## config.mk

```make
export PLATFORM = sky130hd
export DESIGN_NAME = psg_write_queue
export DESIGN_NICKNAME = d
export VERILOG_FILES = /design/src/rtl/psg_write_queue.sv
export SDC_FILE = /design/constraint.sdc
export NUM_CORES = 1
export LEC_CHECK = 0
export ABC_AREA = 0
export ABC_CLOCK_PERIOD_IN_PS = 5500
export CORE_UTILIZATION = 40
export CTS_CLUSTER_SIZE = 20
export DETAILED_ROUTE_END_ITERATION = 16
export DONT_BUFFER_PORTS = 1
export PLACE_DENSITY_LB_ADDON = 0.3
export SETUP_SLACK_MARGIN = 0.4
export SYNTH_ARGS = -nofsm -noshare
export SYNTH_HDL_FRONTEND = slang
export SYNTH_SLANG_ARGS = --single-unit
export TNS_END_PERCENT = 50
```

## constraint.sdc

```tcl
create_clock -name clk -period 5.5 [get_ports clk]
set_input_delay 1.1 -clock clk [delete_from_list [all_inputs] [get_ports clk]]
set_output_delay 1.1 -clock clk [all_outputs]
set_load 0.05 [all_outputs]
```

## src/rtl/psg_write_queue.sv

```systemverilog
// Host write FIFO feeding the PSG register port: queued writes are replayed
// one at a time as registered cs_n/wr_n transactions, with an optional idle gap.
module psg_write_queue #(
  parameter int DEPTH      = 16,
  parameter int GAP_CYCLES = 2
) (
  input  logic                     clk,
  input  logic                     rst_n,
  input  logic                     flush,
  input  logic                     wr_req,
  input  logic [3:0]               wr_addr,
  input  logic [7:0]               wr_data,
  output logic                     wr_ready,
  output logic [$clog2(DEPTH):0]   level,
  output logic                     overflow,
  output logic                     busy,
  output logic [3:0]               psg_addr,
  output logic [7:0]               psg_din,
  output logic                     psg_cs_n,
  output logic                     psg_wr_n
);

  localparam int AW = $clog2(DEPTH);
  localparam int GW = (GAP_CYCLES > 1) ? $clog2(GAP_CYCLES) : 1;
  localparam logic [GW-1:0] GAP_LAST = GW'((GAP_CYCLES > 0) ? GAP_CYCLES - 1 : 0);

  typedef enum logic [2:0] {
    S_IDLE,
    S_SETUP,
    S_STROBE,
    S_HOLD,
    S_GAP
  } state_t;

  state_t        r_state;
  state_t        w_nextState;
  logic [11:0]   r_mem [DEPTH];
  logic [AW:0]   r_wrPtr;
  logic [AW:0]   r_rdPtr;
  logic [GW-1:0] r_gapCnt;
  logic          w_empty;
  logic          w_full;
  logic          w_push;
  logic          w_pop;

  // The extra pointer MSB separates the full and empty cases when the index bits match.
  assign w_empty  = (r_wrPtr == r_rdPtr);
  assign w_full   = (r_wrPtr[AW] != r_rdPtr[AW]) && (r_wrPtr[AW-1:0] == r_rdPtr[AW-1:0]);
  assign w_push   = wr_req && !w_full && !flush;
  assign w_pop    = (r_state == S_IDLE) && !w_empty;

  assign wr_ready = !w_full;
  assign level    = r_wrPtr - r_rdPtr;
  assign busy     = (r_state != S_IDLE) || !w_empty;

  always_ff @(posedge clk) begin
    if (w_push) begin
      r_mem[r_wrPtr[AW-1:0]] <= {wr_addr, wr_data};
    end
  end

  always_ff @(posedge clk or negedge rst_n) begin
    if (!rst_n) begin
      r_wrPtr  <= '0;
      r_rdPtr  <= '0;
      overflow <= 1'b0;
    end else if (flush) begin
      r_wrPtr  <= '0;
      r_rdPtr  <= '0;
      overflow <= 1'b0;
    end else begin
      if (w_push) begin
        r_wrPtr <= r_wrPtr + 1'b1;
      end
      if (w_pop) begin
        r_rdPtr <= r_rdPtr + 1'b1;
      end
      if (wr_req && w_full) begin
        overflow <= 1'b1;
      end
    end
  end

  always_comb begin
    w_nextState = r_state;
    case (r_state)
      S_IDLE:   if (!w_empty) w_nextState = S_SETUP;
      S_SETUP:  w_nextState = S_STROBE;
      S_STROBE: w_nextState = S_HOLD;
      S_HOLD:   w_nextState = (GAP_CYCLES == 0) ? S_IDLE : S_GAP;
      S_GAP:    if (r_gapCnt == GAP_LAST) w_nextState = S_IDLE;
      default:  w_nextState = S_IDLE;
    endcase
  end

  // Strobes are decoded from the next state so they leave a flop directly, glitch-free.
  always_ff @(posedge clk or negedge rst_n) begin
    if (!rst_n) begin
      r_state  <= S_IDLE;
      r_gapCnt <= '0;
      psg_addr <= 4'd0;
      psg_din  <= 8'd0;
      psg_cs_n <= 1'b1;
      psg_wr_n <= 1'b1;
    end else begin
      r_state  <= w_nextState;
      r_gapCnt <= (r_state == S_GAP) ? r_gapCnt + 1'b1 : '0;
      psg_cs_n <= !((w_nextState == S_SETUP) || (w_nextState == S_STROBE) ||
                    (w_nextState == S_HOLD));
      psg_wr_n <= (w_nextState != S_STROBE);
      if (w_pop) begin
        {psg_addr, psg_din} <= r_mem[r_rdPtr[AW-1:0]];
      end
    end
  end

endmodule

```

==> reports/qor.yml <==
status:
  outcome: "finished clean"
sta:
  max_slew_margin_pct: 25.81
  finClkSkew_ns: 0.02211
  fin_ws_ns: 1.140
  rsz0062_at_grt: "false"
  final_max_slew_viol_count: 0
  setup_viol: 0
  period_minus_slack_ns: 4.360
  finalCritPeriodShare_pct: 79.28
  worst_pin_slew_ns: 1.105
  fin_setup_tns_ns: 0
  hold_viol_final: 0
  fmax_mhz: 229.3
global_route:
  grt_pass1_wl_um: 29200
  overflow: 0
  grt_usage_pct: 17.88
  grt_start_max_net_pins: 43
  grt_pass1_vias: 4714
  antenna_found_initial: 0
clock_network:
  clockRootBuffer: "clkbuf_16"
  ctsResizeCount: 0
  path_clk_slew_ns: 0.06
  cts_buffers: 24
  ctsHoldBuffers: 0
  clock_latency_ns: 0.53
  htreeDepth: 1
  postCtsSetupBuffers: 0
  cts_tree: "done"
  clock_sinks: 221
  cts_max_path_buffers: 3
setup_path:
  required_ns: 4.40
  cpMaxStageDelayCell: "dfrtp_2"
  path_cells: "inv_1, ha_1, a21oi_1, xnor2_1"
  critPathArrivalTime_ns: 3.26
  crit_fanout: 42
  slowest_delay_ns: 1.09
  cp-end-kind: "primary output"
  crit_path_start_kind: "register"
  crit_type: "reg -> out"
yosys:
  yosysTopAreaCell: "edfxtp_1"
  synth_warnings: 0
  synth-edff-count: 192
  ys_async_sr_fraction_pct: 13.12
  syn_nets: 553
  synth_area_um2: 8884
  synth_flop_cell: "edfxtp_1"
  ys_top_cells_by_area: "edfxtp_1 (65%), mux2i_1 (8.3%), dfrtp_1 (7.6%)"
  synth-seq-area-share_pct: 73.10
  yosysUniqueCellTypes: 43
  yosys_register_bits: 221
  synth.avg_cell_area_um2: 16.86
  syn_inst: 527
  yosys.area.top_type_share_pct: 64.90
power_and_ir_drop:
  max-vdd-ir-drop_mv: 0.2648
  powerDensity_nw_per_um2: 439.0
  leakagePower_nw: 3.053
finish:
  num-fill-cells: 1852
  antenna_cells: 0
  areaGrowthSynthToFinish_pct: 10.52
  instances_no_fill: 824
  ff_latch_area_um2: 6496
  multi_input_area_um2: 2157
  final_cell_area_um2: 9818
  finalNetCount: 554
  drive_above_1_share_pct: 11.58
place:
  placed_cell_area_um2: 9082
  dpl.hpwl_um: 12650
  gp_congestion: 0.8355
  place_ws_ns: 1.535
  port_buffers: 0
  place_inst: 782
detailed_routing:
  num_vias: 4511
  ant_nets: 0
  routed_wl_um: 19380
  drc: 0
  wl_per_cell_um: 23.52
  vias_per_cell: 5.475
  dr.pass1.iters: 5
  dr.first_iter.drc_count: 479
job:
  cap_viol_max_count: 0
worst_hold_path:
  hold_class: "in -> async"
die:
  ioPinCount: 38
  die_w_um: 151.0
  die_h_um: 151.0
  core_um2: 21820
  start_util_pct: 40.71
  num_rows: 54
  dieArea_um2: 22810
[through the flow]
step	hold WS [ns]	utilization (%)	power, mW
CTS	0.2441	44.99	4.344
detailed placement	0.4194	41.62	2.853
global placement	0.4079	41.62	2.837
floorplan	0.3967	-	2.730
global route	0.2420	44.99	4.478
finish	0.2584	44.99	4.311
[registers in the layout, summed over array words and instances, names as in the netlist]
register  flops
r_wrPtr       5
r_gapCnt      1
overflow      1
r_state       3
psg_wr_n      1
psg_addr      4
r_mem       192
psg_cs_n      1
psg_din       8
r_rdPtr       5
[cell usage after synthesis, types with 2 or more instances]
library cell,n
edfxtp_1,192
mux2i_1,74
nor2_1,50
dfrtp_1,27
o22ai_1,24
a31oi_1,13
inv_1,13
a221oi_1,12
mux4_2,12
xnor2_1,11
buf_4,10
ha_1,9
buf_6,7
nand2_1,7
nor3_1,7
o21ai_1,7
o21ai_0,6
buf_2,5
clkbuf_1,5
nand3_1,4
a21o_1,3
a21oi_1,3
a211oi_1,2
clkbuf_2,2
dfstp_2,2
nand2b_1,2
nand3b_1,2
[kinds of logic after synthesis]
kind of cell,count (synthesis),synth area share [%]
DFF,221,73.10
xor gates and xnor gates,13,1.366
muxes,86,11.38
and+or+nand+nor,79,3.986
AOI/OAI and AO/OA,76,5.789
buffers and inverters,42,2.887
adders and majority gates,10,1.493
[area by class of cell]
| cell class | instances | area share (%) |
|---|---|---|
| clock inverters | 12 | 1.147 |
| well taps | 280 | 3.568 |
| clock buffers | 30 | 6.346 |
| inverters | 13 | 0.4970 |
| flip-flops and latches | 221 | 66.17 |
| multi-input cells | 264 | 21.97 |
| repair buffers | 4 | 0.3058 |
[final timing paths]
path / slack [ns] / from / to / cells after the start
setup / recovery: 1.14 / r_rdPtr[2] / level[3] / 4
min in group clk: 0.43 / r_gapCnt / r_gapCnt / 1
hold reg to reg: 0.43 / r_gapCnt / r_gapCnt / 1
hold / removal: 0.26 / rst_n / psg_din[2] / 0
max in group asynchronous: 5.05 / rst_n / psg_cs_n / 0
setup reg to reg: 1.56 / r_rdPtr[2] / r_mem[7][9] / 6
[critical path, delay by kind of cell, from the launching register on]
| family | cells | cell delay (ns) |
|---|---|---|
| flip-flops | 1 | 1.09 |
| AO/OA/AOI/OAI | 1 | 0.10 |
| XOR/XNOR | 1 | 0.86 |
| buffers and inverters | 1 | 0.23 |
| adder cells (fa/ha/maj) | 1 | 0.45 |
[placed cells by master, fill, tap and decap left out, drive strengths merged, types with 4 or more instances in the layout]
master,n
a221oi,12
a31oi,13
buf,4
clkbuf,30
clkinv,9
dfrtp,27
edfxtp,192
ha,9
inv,14
mux2i,74
mux4,12
nand2,7
nand3,4
nor2,50
nor3,8
o21ai,13
o22ai,24
xnor2,11
[power by group]
group          internal, mW  leakage, nW  switching (mW)
Combinational         0.231        0.617           0.430
Clock                 0.856        0.354           0.638
Sequential             1.91         2.08           0.245
[layer usage]
layer	GRT usage (%)	part of all wire, %	wire (um)	up-vias
met2	30.30	50	9726	153
met5	0	0	0	-
li1	-	-	-	2050
met3	4.277	7.6	1467	29
met1	23.27	40	7834	2279
met4	4.000	1.8	350	0
Note: power is estimated with default switching activity, not from simulation.
